==> config.mk <==
export PLATFORM = sky130hd
export DESIGN_NAME = inst_fetch
export DESIGN_NICKNAME = d
export VERILOG_FILES = /design/src/rtl/fetch_pkg.sv /design/src/rtl/fetch_fifo.sv /design/src/rtl/inst_fetch.sv
export SDC_FILE = /design/constraint.sdc
export NUM_CORES = 1
export LEC_CHECK = 0
export BUFFER_PORTS_ARGS = -buffer_cell sky130_fd_sc_hd__clkbuf_2
export CORE_UTILIZATION = 35
export DETAILED_ROUTE_END_ITERATION = 6
export PLACE_DENSITY = 0.65
export SLEW_MARGIN = 0
export SYNTH_ARGS = -nofsm -noshare
export SYNTH_HDL_FRONTEND = slang
export SYNTH_SLANG_ARGS = --single-unit
==> constraint.sdc <==
create_clock -name clk -period 3.75 [get_ports clk]
set_input_delay 0.375 -clock clk [delete_from_list [all_inputs] [get_ports clk]]
set_output_delay 0.375 -clock clk [all_outputs]
set_load 0.03 [all_outputs]
==> src/rtl/fetch_pkg.sv <==
// Shared constants and the buffered fetch record used by the instruction fetch unit.
package fetch_pkg;

    localparam logic [31:0] RESET_PC_DEFAULT = 32'h0000_0000;
    localparam logic [31:0] PC_STEP_BYTES    = 32'd4;
    localparam logic [31:0] NOP_WORD         = 32'h0000_0000;

    typedef struct packed {
        logic [31:0] pc;
        logic [31:0] instr;
    } fetch_entry_t;

endpackage

==> src/rtl/fetch_fifo.sv <==
// Two-entry FIFO of fetch records. Entry 0 is always the head, so the head
// leaves straight from a register with no read-pointer mux.
module fetch_fifo
    import fetch_pkg::*;
(
    input  logic         clk,
    input  logic         rst,
    input  logic         push,
    input  logic         pop,
    input  logic         flush,
    input  fetch_entry_t din,
    output fetch_entry_t head,
    output logic [1:0]   count,
    output logic         full,
    output logic         empty
);

    fetch_entry_t e0_q, e0_d;
    fetch_entry_t e1_q, e1_d;
    logic [1:0]   count_q, count_d;
    logic         do_pop;
    logic         do_push;

    assign empty   = (count_q == 2'd0);
    assign full    = (count_q == 2'd2);
    assign count   = count_q;
    assign head    = e0_q;
    assign do_pop  = pop & ~empty;
    assign do_push = push & (~full | do_pop);

    always_comb begin
        e0_d    = e0_q;
        e1_d    = e1_q;
        count_d = count_q;
        if (flush) begin
            count_d = 2'd0;
        end else begin
            case ({do_push, do_pop})
                2'b10: begin
                    if (count_q == 2'd0) e0_d = din;
                    else                 e1_d = din;
                    count_d = count_q + 2'd1;
                end
                2'b01: begin
                    e0_d    = e1_q;
                    count_d = count_q - 2'd1;
                end
                2'b11: begin
                    // Head leaves and the new word lands behind whatever remains.
                    if (count_q == 2'd1) begin
                        e0_d = din;
                    end else begin
                        e0_d = e1_q;
                        e1_d = din;
                    end
                end
                default: ;
            endcase
        end
    end

    always_ff @(posedge clk or negedge rst) begin
        if (!rst) begin
            e0_q    <= '{pc: 32'h0, instr: NOP_WORD};
            e1_q    <= '{pc: 32'h0, instr: NOP_WORD};
            count_q <= 2'd0;
        end else begin
            e0_q    <= e0_d;
            e1_q    <= e1_d;
            count_q <= count_d;
        end
    end

endmodule

==> src/rtl/inst_fetch.sv <==
// Instruction fetch: owns the PC, reads the combinational instruction memory
// and buffers {pc, instr} for decode; redirects flush the buffer and reload the PC.
module inst_fetch
    import fetch_pkg::*;
#(
    parameter logic [31:0] RESET_PC = RESET_PC_DEFAULT,
    parameter logic [31:0] PC_STEP  = PC_STEP_BYTES
) (
    input  logic        clk,
    input  logic        rst,
    output logic [31:0] imem_addr,
    input  logic [31:0] imem_instr,
    input  logic        redirect_valid,
    input  logic [31:0] redirect_pc,
    output logic        out_valid,
    output logic [31:0] out_instr,
    output logic [31:0] out_pc,
    input  logic        out_ready
);

    logic [31:0]  pc_q, pc_d;
    logic         pop;
    logic         fetch;
    logic         push;
    fetch_entry_t fifo_head;
    logic [1:0]   fifo_count;
    logic         fifo_full;
    logic         fifo_empty;

    // Handshake: decode takes the head on any cycle where out_valid and
    // out_ready are both high, including a redirect cycle.
    assign pop       = out_valid & out_ready;
    assign fetch     = ~fifo_full | pop;
    assign push      = fetch & ~redirect_valid;
    assign imem_addr = pc_q;
    assign out_valid = ~fifo_empty;
    assign out_instr = fifo_head.instr;
    assign out_pc    = fifo_head.pc;

    always_comb begin
        pc_d = pc_q;
        if (redirect_valid) pc_d = redirect_pc & ~32'h3;
        else if (fetch)     pc_d = pc_q + PC_STEP;
    end

    always_ff @(posedge clk or negedge rst) begin
        if (!rst) pc_q <= RESET_PC;
        else      pc_q <= pc_d;
    end

    fetch_fifo u_fifo (
        .clk   (clk),
        .rst   (rst),
        .push  (push),
        .pop   (pop),
        .flush (redirect_valid),
        .din   ('{pc: pc_q, instr: imem_instr}),
        .head  (fifo_head),
        .count (fifo_count),
        .full  (fifo_full),
        .empty (fifo_empty)
    );

    a_count_range: assert property (@(posedge clk) disable iff (!rst) fifo_count != 2'd3);

endmodule

# == Yosys cells after proc, flatten, opt, wreduce, memory -nomap -nowiden ==
# Cells that the tools add are included.
# W data, S select, Z words.
# word_totals
reg_bits,162
inputBits,68
# op_classes
n_mux,10
add_sub_neg,3
bitwise_logic,9
n_eq_ne,8
reduce_logical,7
# op_table
operator,count
$mux W64,4
$pmux W64 S3,1
$pmux W64 S2,1
$mux W32,2
$add A32 B3 Y32 const B,1
$eq A2 B2 Y1 const B,3
$reduce_bool A3 Y1,2
$and A1 B1 Y1,4
$eq A2 B1 Y1 const B,2
$ne A2 B2 Y1 const B,2
$pmux W2 S2,1
$reduce_and A4 Y1,1
$reduce_bool A2 Y1,2
$not A1 Y1,3
$reduce_and A3 Y1,1
$add A2 B1 Y2 const B,1
$logic_not A2 Y1,1
$mux W2,1
$ne A2 B1 Y1 const B,1
$or A1 B1 Y1,2
$sub A2 B1 Y2 const B,1

# == Logic depth before layout (Yosys ltp) ==
# Gate-level depths: netlist of run 1.
# depth
depth_word,9
mapped_depth,8
depth_no_buf,7

# == By module ==
# Synthesis of run 1 repeated with hierarchy kept, for this count alone.
# unflattened
cells_unflattened,646
hier_area_um2,7403.4
# by_module_without_submodules
mod,area_per_inst_um2,instances,cells_per_inst,seq_area_each_um2
fetch_fifo,5591.6,1,436,3253.1
inst_fetch,1811.7,1,210,750.7

# == Worst setup path before layout of run 1 ==
# OpenSTA, ideal clock, no wires.
# synth_path
path_kind,register -> register
start,register pc_q[9] (netlist: imem_addr[9])
end,register pc_q[31] (netlist: imem_addr[31])
path_stages_with_launch,6
n_path_buf,0
arrival_time_ps,1840
setup_ps,124
setup_slack_ps,1786
t_required_ps,3626
cell_sequence,dfrtp_1 nand3_1 nor4_4 nand4_2 mux2i_1 a211o_1
# synth_between
elab_chain_cells,3
# synth_lines
element,line,source
from (decl),inst_fetch.sv:21,"logic [31:0] pc_q, pc_d;"
from (signal assigned),inst_fetch.sv:48,else pc_q <= pc_d;
$add A32 B3 Y32,inst_fetch.sv:43,else if (fetch) pc_d = pc_q + PC_STEP;
$mux W32,inst_fetch.sv:43,
$mux W32,inst_fetch.sv:42,if (redirect_valid) pc_d = redirect_pc & ~32'h3;
# Every way passes these cells. The select of a mux whose other input is x is not followed.
# A chain may end at the register's enable or synchronous reset.

# == Worst setup path after layout of run 1 ==
# layout_path
start,register u_fifo.count_q[0] (netlist: u_fifo.count[0])
end,register u_fifo.e0_q (netlist bit u_fifo.head[15])
# layout_between
elab_chain_cells,9
# layout_lines
element,line,source
from (decl),fetch_fifo.sv:20,"logic [1:0] count_q, count_d;"
from (signal assigned),fetch_fifo.sv:70,count_q <= count_d;
$logic_not A2 Y1,"fetch_fifo.sv:24, fetch_fifo.sv:40",
$not A1 Y1,"fetch_fifo.sv:28, inst_fetch.sv:36",
$and A1 B1 Y1,inst_fetch.sv:32,assign pop = out_valid & out_ready;
$or A1 B1 Y1 or $and A1 B1 Y1 (tied branches),"inst_fetch.sv:33, fetch_fifo.sv:28",
$and A1 B1 Y1 or $or A1 B1 Y1 (tied branches),"inst_fetch.sv:34, fetch_fifo.sv:29",
$and A1 B1 Y1,fetch_fifo.sv:29,assign do_push = push & (~full | do_pop);
$eq A2 B2 Y1 or $eq A2 B1 Y1 (tied branches),fetch_fifo.sv:38,"case ({do_push, do_pop})"
$ne A2 B1 Y1 (no line) or $reduce_bool A3 Y1 (tied branches),n/a,
$reduce_and A3 Y1 (no line),n/a,
to (signal assigned),fetch_fifo.sv:64,"e0_q <= '{pc: 32'h0, instr: NOP_WORD};"
to (decl),fetch_fifo.sv:18,"fetch_entry_t e0_q, e0_d;"
# Parallel ways exist; a longest one is shown, timed or not.

==> flow_summary.rst, run 1 <==
.. list-table::
   :header-rows: 1

   * - Metric
     - Value
   * - Run status
     - finished clean
   * - Final number of setup-violating endpoints
     - 0
   * - Startpoint-to-endpoint class of the critical path
     - flip-flop to flip-flop
   * - Max cap viols
     - 0
   * - Initial core utilization
     - 35.8%
   * - Finished layout cell area
     - 8740 µm²
   * - Worst-case clock buffer depth
     - 2
   * - Number of placed I/O pins
     - 165
   * - Sequential cell area
     - 3930 µm²
   * - Aggregate global routing overflow
     - 0
   * - Capture instance of the worst register-to-register path
     - u_fifo.head[15]$_DFFE_PN0P_
   * - Number of slew-limit violations in the final report
     - 0
   * - Number of antenna violations at the first check in global routing
     - 1
   * - Iteration-0 DRC count of the detailed router
     - 158
   * - Post-cts repair resize count
     - 0
   * - Dpl hpwl
     - 10200 µm
   * - Highest net fanout along the worst path
     - 50
   * - Clock tree from TritonCTS
     - built
   * - Number of levels the H-tree was split into
     - 4
   * - Fmax
     - 0.442 GHz
   * - DRC violation count after routing
     - 0
   * - Die outline height
     - 143 µm
   * - Global Route Usage Sum
     - 15.9%
   * - Routed WL
     - 15600 µm
   * - Routed wirelength normalized by instance count
     - 15.0 µm
   * - R2R setup slack
     - 1.49 ns
   * - Hold Violations, Final
     - 0
   * - Cell area reported after detailed placement
     - 8100 µm²
   * - Worst Reg2Reg Path Length in Cells
     - 7
   * - CTS clock-pin slew for the worst setup and hold paths
     - 0.06 ns
   * - Area Growth Syn to Fin
     - 25.1%
   * - Finished Core Util
     - 44.8%
   * - Number of core rows
     - 51
   * - Average vias per placed instance
     - 4.76
   * - Static leakage power
     - 4.28 nW
   * - Number of buffers inserted for hold repair after clock tree synthesis
     - 0
   * - Via count of the first global-routing pass
     - 4711
   * - Number of distinct library cells after synthesis
     - 29
   * - Startpoint of the most critical register-to-register path
     - u_fifo.count[0]$_DFFE_PN0P_
   * - Number of CTS-inserted buffers
     - 17
   * - Crit path time final
     - 2.26 ns
   * - CP Data Required Time
     - 4.09 ns
   * - CP Capture Type
     - flip-flop
   * - Hold crit path type
     - input port to async pin
   * - Number of synthesized register bits
     - 157
   * - Relative slew margins
     - 36.3%
   * - Final worst clock skew
     - 0.00599 ns
   * - Port Buf Inserts
     - 160
   * - RSZ-0062 raised after global routing
     - no
   * - Routed via count
     - 4941
   * - Netlist Area Pre-Place
     - 6990 µm²
   * - Area occupied by multi-input gates
     - 2900 µm²
   * - Final-layout fill cell count
     - 1869
   * - IR Drop Worst-Case VDD
     - 0.350 mV
   * - X dimension of the die
     - 143 µm
   * - Sum of negative setup slack
     - 0 ns
   * - Worst-case hold slack
     - 0.0179 ns
   * - Setup fix buffers added after clock tree synthesis
     - 0
   * - Startpoint types
     - flip-flop
   * - TritonRoute pass-1 iters
     - 4
   * - Insertion delay to the later sink of the worst-skew pair
     - 0.42 ns
   * - Number of clock sinks seen by CTS
     - 157
   * - Cell at the root of the clock tree
     - clkbuf_16
   * - Wire length of the first global-routing pass
     - 24800 µm
   * - GPL Wtd Cong
     - 0.796
   * - Per-instance average area after synthesis
     - 11.5 µm²
   * - Area of the die
     - 20500 µm²
   * - Post-Syn Instances
     - 610
   * - Total power divided by cell area
     - 864 nW/µm²
   * - Arr. time, crit path
     - 2.60 ns
   * - Sequential fraction of the synthesis area
     - 56.2%
   * - Share of the clock period used by the worst path after layout
     - 60.3%
   * - Actual slew at the worst max-slew pin
     - 0.955 ns
   * - Share of final-layout standard cells stronger than drive strength 1
     - 34.7%
   * - Fin nets
     - 832
   * - Maximum number of pins on one net before global-route repair
     - 89
   * - Synthesis Warnings
     - 0
   * - Remaining number of nets flagged by the antenna check after routing
     - 0
   * - Area of the core region
     - 19500 µm²
-- area by class of cell --
type	count	area share (%)
clock inverter	11	2.18
inverter	4	0.172
tap	265	3.79
sequential	157	45.0
antenna	1	0.0286
multi-input combinational	411	33.1
timing repair buffer	169	10.6
clock buffer	21	5.15
-- synth_stat cells --
cell | number | area share (%)
and4_1 | 3 | 0.38
buf_2 | 19 | 1.4
buf_1 | 1 | 0.054
inv_1 | 4 | 0.21
dfrtp_1 | 157 | 56
nand2b_1 | 3 | 0.27
and2_1 | 4 | 0.36
mux2i_1 | 65 | 9.3
nand4_1 | 15 | 1.3
a21oi_1 | 67 | 4.8
ha_1 | 4 | 0.72
and3_1 | 5 | 0.45
buf_4 | 3 | 0.32
mux2_2 | 63 | 10
nand2_1 | 36 | 1.9
o21ai_1 | 9 | 0.64
o21ai_2 | 1 | 0.13
conb_1 | 1 | 0.054
xor2_1 | 25 | 3.1
nor2b_1 | 2 | 0.18
nor4_4 | 1 | 0.30
nand3_2 | 1 | 0.14
a211o_1 | 1 | 0.13
clkbuf_1 | 16 | 0.86
xnor2_1 | 4 | 0.50
nor2_1 | 68 | 3.7
nand4_2 | 1 | 0.18
nand3_1 | 11 | 0.79
o21ai_0 | 20 | 1.4
-- power breakdown --
part,total [W],switching [W],internal [W],leakage (nW)
sequential,0.00282,0.000405,0.00242,1.84
clock,0.00189,0.000692,0.00120,0.311
combinational,0.00284,0.00176,0.00108,2.14
total,0.00755,0.00285,0.00470,4.28
-- metrics by stage --
step                setup WS, ns  total power, W  instances
floorplan                   1.79         0.00487        611
global placement            1.29         0.00566       1006
detailed placement          1.27         0.00574       1006
CTS                         1.42         0.00766       1038
global route                1.22         0.00802       1038
finish                      1.49         0.00755       1039
-- worst max path at each step --
stage | from | end | cells past startpoint
after floorplan | imem_addr[9]$_DFFE_PN0N_ | imem_addr[31]$_DFFE_PN0N_ | 5
after global placement | redirect_valid | u_fifo.e1_q[7]$_DFFE_PN0P_ | 5
after detailed placement | redirect_valid | u_fifo.e1_q[20]$_DFFE_PN0P_ | 5
after CTS | u_fifo.count[0]$_DFFE_PN0P_ | u_fifo.head[16]$_DFFE_PN0P_ | 7
after global routing | u_fifo.count[0]$_DFFE_PN0P_ | u_fifo.head[9]$_DFFE_PN0P_ | 7
final | u_fifo.count[0]$_DFFE_PN0P_ | u_fifo.head[15]$_DFFE_PN0P_ | 7
-- registers in the layout, summed over array words and instances (netlist names) --
| name | cells |
|---|---|
| u_fifo.head | 63 |
| u_fifo.e1_q | 62 |
| imem_addr | 30 |
| u_fifo.count | 2 |
-- routing by layer --
| layer | part of all wire [%] | GRT usage [%] | wire length [µm] |
|---|---|---|---|
| met2 | 45 | 24.7 | 7000 |
| met5 | 0 | 0 | 0 |
| met1 | 47 | 20.5 | 7350 |
| met3 | 6.8 | 5.40 | 1070 |
| met4 | 1.2 | 5.54 | 195 |
-- worst max-delay path: stages, from the launching register on --
cell and delay, ns:
dfrtp_1 0.39, inv_1 0.08, ha_1 0.25, nand2b_1 0.24, a21oi_4 0.70, buf_12 0.32, nor2_1 0.06, a21oi_1 0.12
-- cells in the final DEF, fill, tap and decap left out, types with 2 or more instances in the layout --
cell       netlist  final
clkbuf_1        16      3
nor2_1          68     68
o21ai_1          9      9
and3_1           5      5
clkinv_2         0      3
a21oi_1         67     66
xnor2_1          4      4
nand4_1         15     15
and4_1           3      3
ha_1             4      4
and2_1           4      4
bufinv_16        0      5
clkbuf_2         0    159
inv_1            4      4
nand2_1         36     35
buf_4            3      5
nand3_1         11     11
clkinv_4         0      2
nor2b_1          2      2
buf_12           0      4
mux2_2          63     63
xor2_1          25     25
conb_1           1      2
o21ai_0         20     19
clkbuf_16        0     17
nand2b_1         3      3
dfrtp_1        157    157
mux2i_1         65     65
-- logic make-up after synthesis --
kind of cell,share of synthesized area [%]
AO/OA/AOI/OAI,7.13
AND/OR/NAND/NOR,9.97
adder cells (fa/ha/maj),0.716
other,0.0537
flip-flops,56.2
XOR/XNOR,3.63
multiplexers,19.5
buffers and inverters,2.81
No activity file was read; power rests on OpenSTA's default activity.
==> run 2: changes to the inputs <==
--- a/config.mk
+++ b/config.mk
@@ -8,7 +8,7 @@
 export BUFFER_PORTS_ARGS = -buffer_cell sky130_fd_sc_hd__clkbuf_2
 export CORE_UTILIZATION = 35
 export DETAILED_ROUTE_END_ITERATION = 6
-export PLACE_DENSITY = 0.65
+export PLACE_DENSITY = 0.67
 export SLEW_MARGIN = 0
 export SYNTH_ARGS = -nofsm -noshare
 export SYNTH_HDL_FRONTEND = slang
==> constraint.sdc (replaced) <==
create_clock -name clk -period 1.8 [get_ports clk]
set_input_delay 0.18 -clock clk [delete_from_list [all_inputs] [get_ports clk]]
set_output_delay 0.18 -clock clk [all_outputs]
set_load 0.03 [all_outputs]
==> run 2 against run 1 <==
  * Sequential share of layout area fell by 5.0 points
  * Register-to-register slack got worse by 1.4 ns
  * Cell count rose by 8.7%
  * Clock skew rose by 0.0093 ns
  * Clock-buffer cell count fell by 2
  * Highest routed layer unchanged
==> flow_summary.rst, run 2 (synthesis results as in run 1) <==
.. list-table::
   :header-rows: 1

   * - Metric
     - Value
   * - Run status
     - finished clean
   * - Clock tree from TritonCTS
     - built
   * - Via count of the first global-routing pass
     - 5285 (+12%)
   * - Area of the core region
     - 19500 µm² (unchanged)
   * - GPL Wtd Cong
     - 0.798 (+0.23%)
   * - Sequence of cells on the critical path
     - inv_2 > ha_4 > nand2b_4 > buf_6 > a21oi_4 > buf_8 > clkbuf_16 > nor2_1 > a21oi_1
   * - Worst-case clock buffer depth
     - 2 (unchanged)
   * - Aggregate global routing overflow
     - 0 (unchanged)
   * - Routed wirelength normalized by instance count
     - 15.5 µm (+3.0%)
   * - Static leakage power
     - 4.79 nW (+12%)
   * - X dimension of the die
     - 143 µm (unchanged)
   * - Share of final-layout standard cells stronger than drive strength 1
     - 39.1% (+4.5 points)
   * - Fmax
     - 0.577 GHz (+31%)
   * - Wire length of the first global-routing pass
     - 26600 µm (+6.9%)
   * - Area of the die
     - 20500 µm² (unchanged)
   * - Initial core utilization
     - 35.8% (unchanged)
   * - Average vias per placed instance
     - 4.71 (-0.88%)
   * - Max stage delay cell, worst path
     - dfrtp_1
   * - Commonest cells after routing, fill and taps aside
     - clkbuf_2 (159), dfrtp_1 (147), nor2_1 (68)
   * - Met3 usage
     - 4.67% (-0.73 points)
   * - Crit path time final
     - 1.73 ns (-0.529 ns)
   * - Cell area reported after detailed placement
     - 8490 µm² (+4.9%)
   * - Global routing met2 resource utilization
     - 27.3% (+2.6 points)
   * - Remaining number of nets flagged by the antenna check after routing
     - 0 (unchanged)
   * - Routed via count
     - 5322 (+7.7%)
   * - Actual slew at the worst max-slew pin
     - 0.517 ns (-0.438 ns)
   * - Iteration-0 DRC count of the detailed router
     - 225 (+42%)
   * - Number of clock sinks seen by CTS
     - 157 (unchanged)
   * - Busiest grt layer
     - met2
   * - Number of levels the H-tree was split into
     - 4 (unchanged)
   * - IR Drop Worst-Case VDD
     - 0.842 mV (+140%)
   * - Share of the clock period used by the worst path after layout
     - 96.3% (+36 points)
   * - Total power divided by cell area
     - 1680 nW/µm² (+95%)
   * - Sum of negative setup slack
     - 0 ns (unchanged)
   * - Fin nets
     - 924 (+11%)
   * - Relative slew margins
     - 65.5% (+29 points)
   * - Routed WL
     - 17500 µm (+12%)
   * - CTS clock-pin slew for the worst setup and hold paths
     - 0.06 ns (about the same)
   * - Number of core rows
     - 51 (unchanged)
   * - Max cap viols
     - 0 (unchanged)
   * - Startpoint types
     - flip-flop
   * - CP Capture Type
     - flip-flop
   * - Area Growth Syn to Fin
     - 41.1%
   * - Final number of setup-violating endpoints
     - 0 (unchanged)
   * - Commonest non-fill, non-tap cell in the layout
     - clkbuf_2
   * - Number of slew-limit violations in the final report
     - 0 (unchanged)
   * - Hold crit path type
     - input port to flip-flop
   * - Die outline height
     - 143 µm (unchanged)
   * - Final worst clock skew
     - 0.0153 ns (+0.00930 ns)
   * - Highest net fanout along the worst path
     - 7 (-86%)
   * - Number of placed I/O pins
     - 165 (unchanged)
   * - Hold Violations, Final
     - 0 (unchanged)
   * - DRC violation count after routing
     - 0 (unchanged)
   * - Max reg flops
     - 63 (unchanged)
   * - Insertion delay to the later sink of the worst-skew pair
     - 0.42 ns (about the same)
   * - Cell at the root of the clock tree
     - clkbuf_16
   * - Port Buf Inserts
     - 160 (unchanged)
   * - Number of CTS-inserted buffers
     - 17 (unchanged)
   * - Maximum single-stage delay on the critical path
     - 0.38 ns (-0.32 ns)
   * - Global Route Usage Sum
     - 16.9% (+1.0 points)
   * - Arr. time, crit path
     - 2.07 ns (-0.53 ns)
   * - Maximum number of pins on one net before global-route repair
     - 50 (-44%)
   * - Number of antenna violations at the first check in global routing
     - 0 (-1)
   * - CP Data Required Time
     - 2.14 ns (-1.95 ns)
   * - Dpl hpwl
     - 11200 µm (+10%)
   * - Startpoint-to-endpoint class of the critical path
     - flip-flop to flip-flop
   * - TritonRoute pass-1 iters
     - 5 (+1)
   * - Global Route met1 Usage
     - 21.7% (+1.2 points)
   * - Finished layout cell area
     - 9860 µm² (+13%)
   * - Final total power
     - 0.0166 W (+120%)
   * - # diodes
     - 0 (-1)
-- run 2: changes by cell type in the layout (fill, tap and decap cells not counted), sizes merged --
cell and change:
clkbuf +6, clkinvlp +3, buf +40, dlygate4sd3 +44
diode -1, bufinv -2
-- run 2: worst max-delay path, delay by kind of cell (launching register included) --
kind,cells,cell delay (ns)
flops,1,0.38
fa+ha+maj,1,0.16
buf+inv,4,0.55
compound gates,2,0.36
simple gates,2,0.19
-- run 2: routing by layer --
| metal | share of wire (%) | wire length (µm) |
|---|---|---|
| met3 | 5.8 | 1020 |
| met2 | 47 | 8210 |
| met1 | 46 | 8070 |
| met4 | 1.0 | 176 |
| met5 | 0 | 0 |
-- run 2: repair_timing --
action / 4_1_cts / 5_1_grt
cloned: 0 / 8
hold buffers: 44 / 0
endpoints found under the hold margin: 88 / 0
setup buffers: 0 / 4
endpoints found under the setup margin: 14 / 126
pin swaps: 0 / 4
resized for setup: 1 / 21
-- run 2: final cells by class --
class / count / area, µm²
timing repair buffer: 261 / 2030
clock inverter: 12 / 145
tap: 265 / 332
multi-input combinational: 411 / 2950
fill: 1787 / 9670
sequential: 157 / 3940
clock buffer: 19 / 453
inverter: 4 / 15.0
-- run 2: metrics by stage --
stage | hold slack, ns | std cells | setup slack (ns) | util (%)
6_report | 0.00865 | 1129 | 0.0674 | 50.5
2_1_floorplan | -0.116 | 611 | -0.0235 | -
4_1_cts | 0.000128 | 1117 | 0.00964 | 48.8
3_5_place_dp | 0.173 | 1042 | -0.0161 | 43.5
3_3_place_gp | 0.169 | 1042 | 0.0448 | 43.5
5_1_grt | 0.00651 | 1129 | -0.00310 | 50.5
-- run 2: worst paths after layout --
kind / slack, ns / from / cells after the start / end
worst max register to register: 0.07 / u_fifo.count[1]$_DFFE_PN0P_ / 9 / u_fifo.head[3]$_DFFE_PN0P_
worst max-delay path: 0.07 / u_fifo.count[1]$_DFFE_PN0P_ / 9 / u_fifo.head[3]$_DFFE_PN0P_
worst min register to register: 0.50 / u_fifo.e1_q[9]$_DFFE_PN0P_ / 1 / u_fifo.e1_q[9]$_DFFE_PN0P_
max in group asynchronous: 0.85 / rst / 3 / imem_addr[8]$_DFFE_PN0N_
min in group asynchronous: 0.28 / rst / 2 / u_fifo.head[15]$_DFFE_PN0P_
worst min-delay path: 0.009 / redirect_pc[5] / 2 / imem_addr[5]$_DFFE_PN0N_
-- run 2: power by group --
| part | switching [W] | internal, W |
|---|---|---|
| Combinational | 0.00403 | 0.00305 |
| Clock | 0.00143 | 0.00223 |
| Sequential | 0.000810 | 0.00504 |
| Total | 0.00627 | 0.0103 |
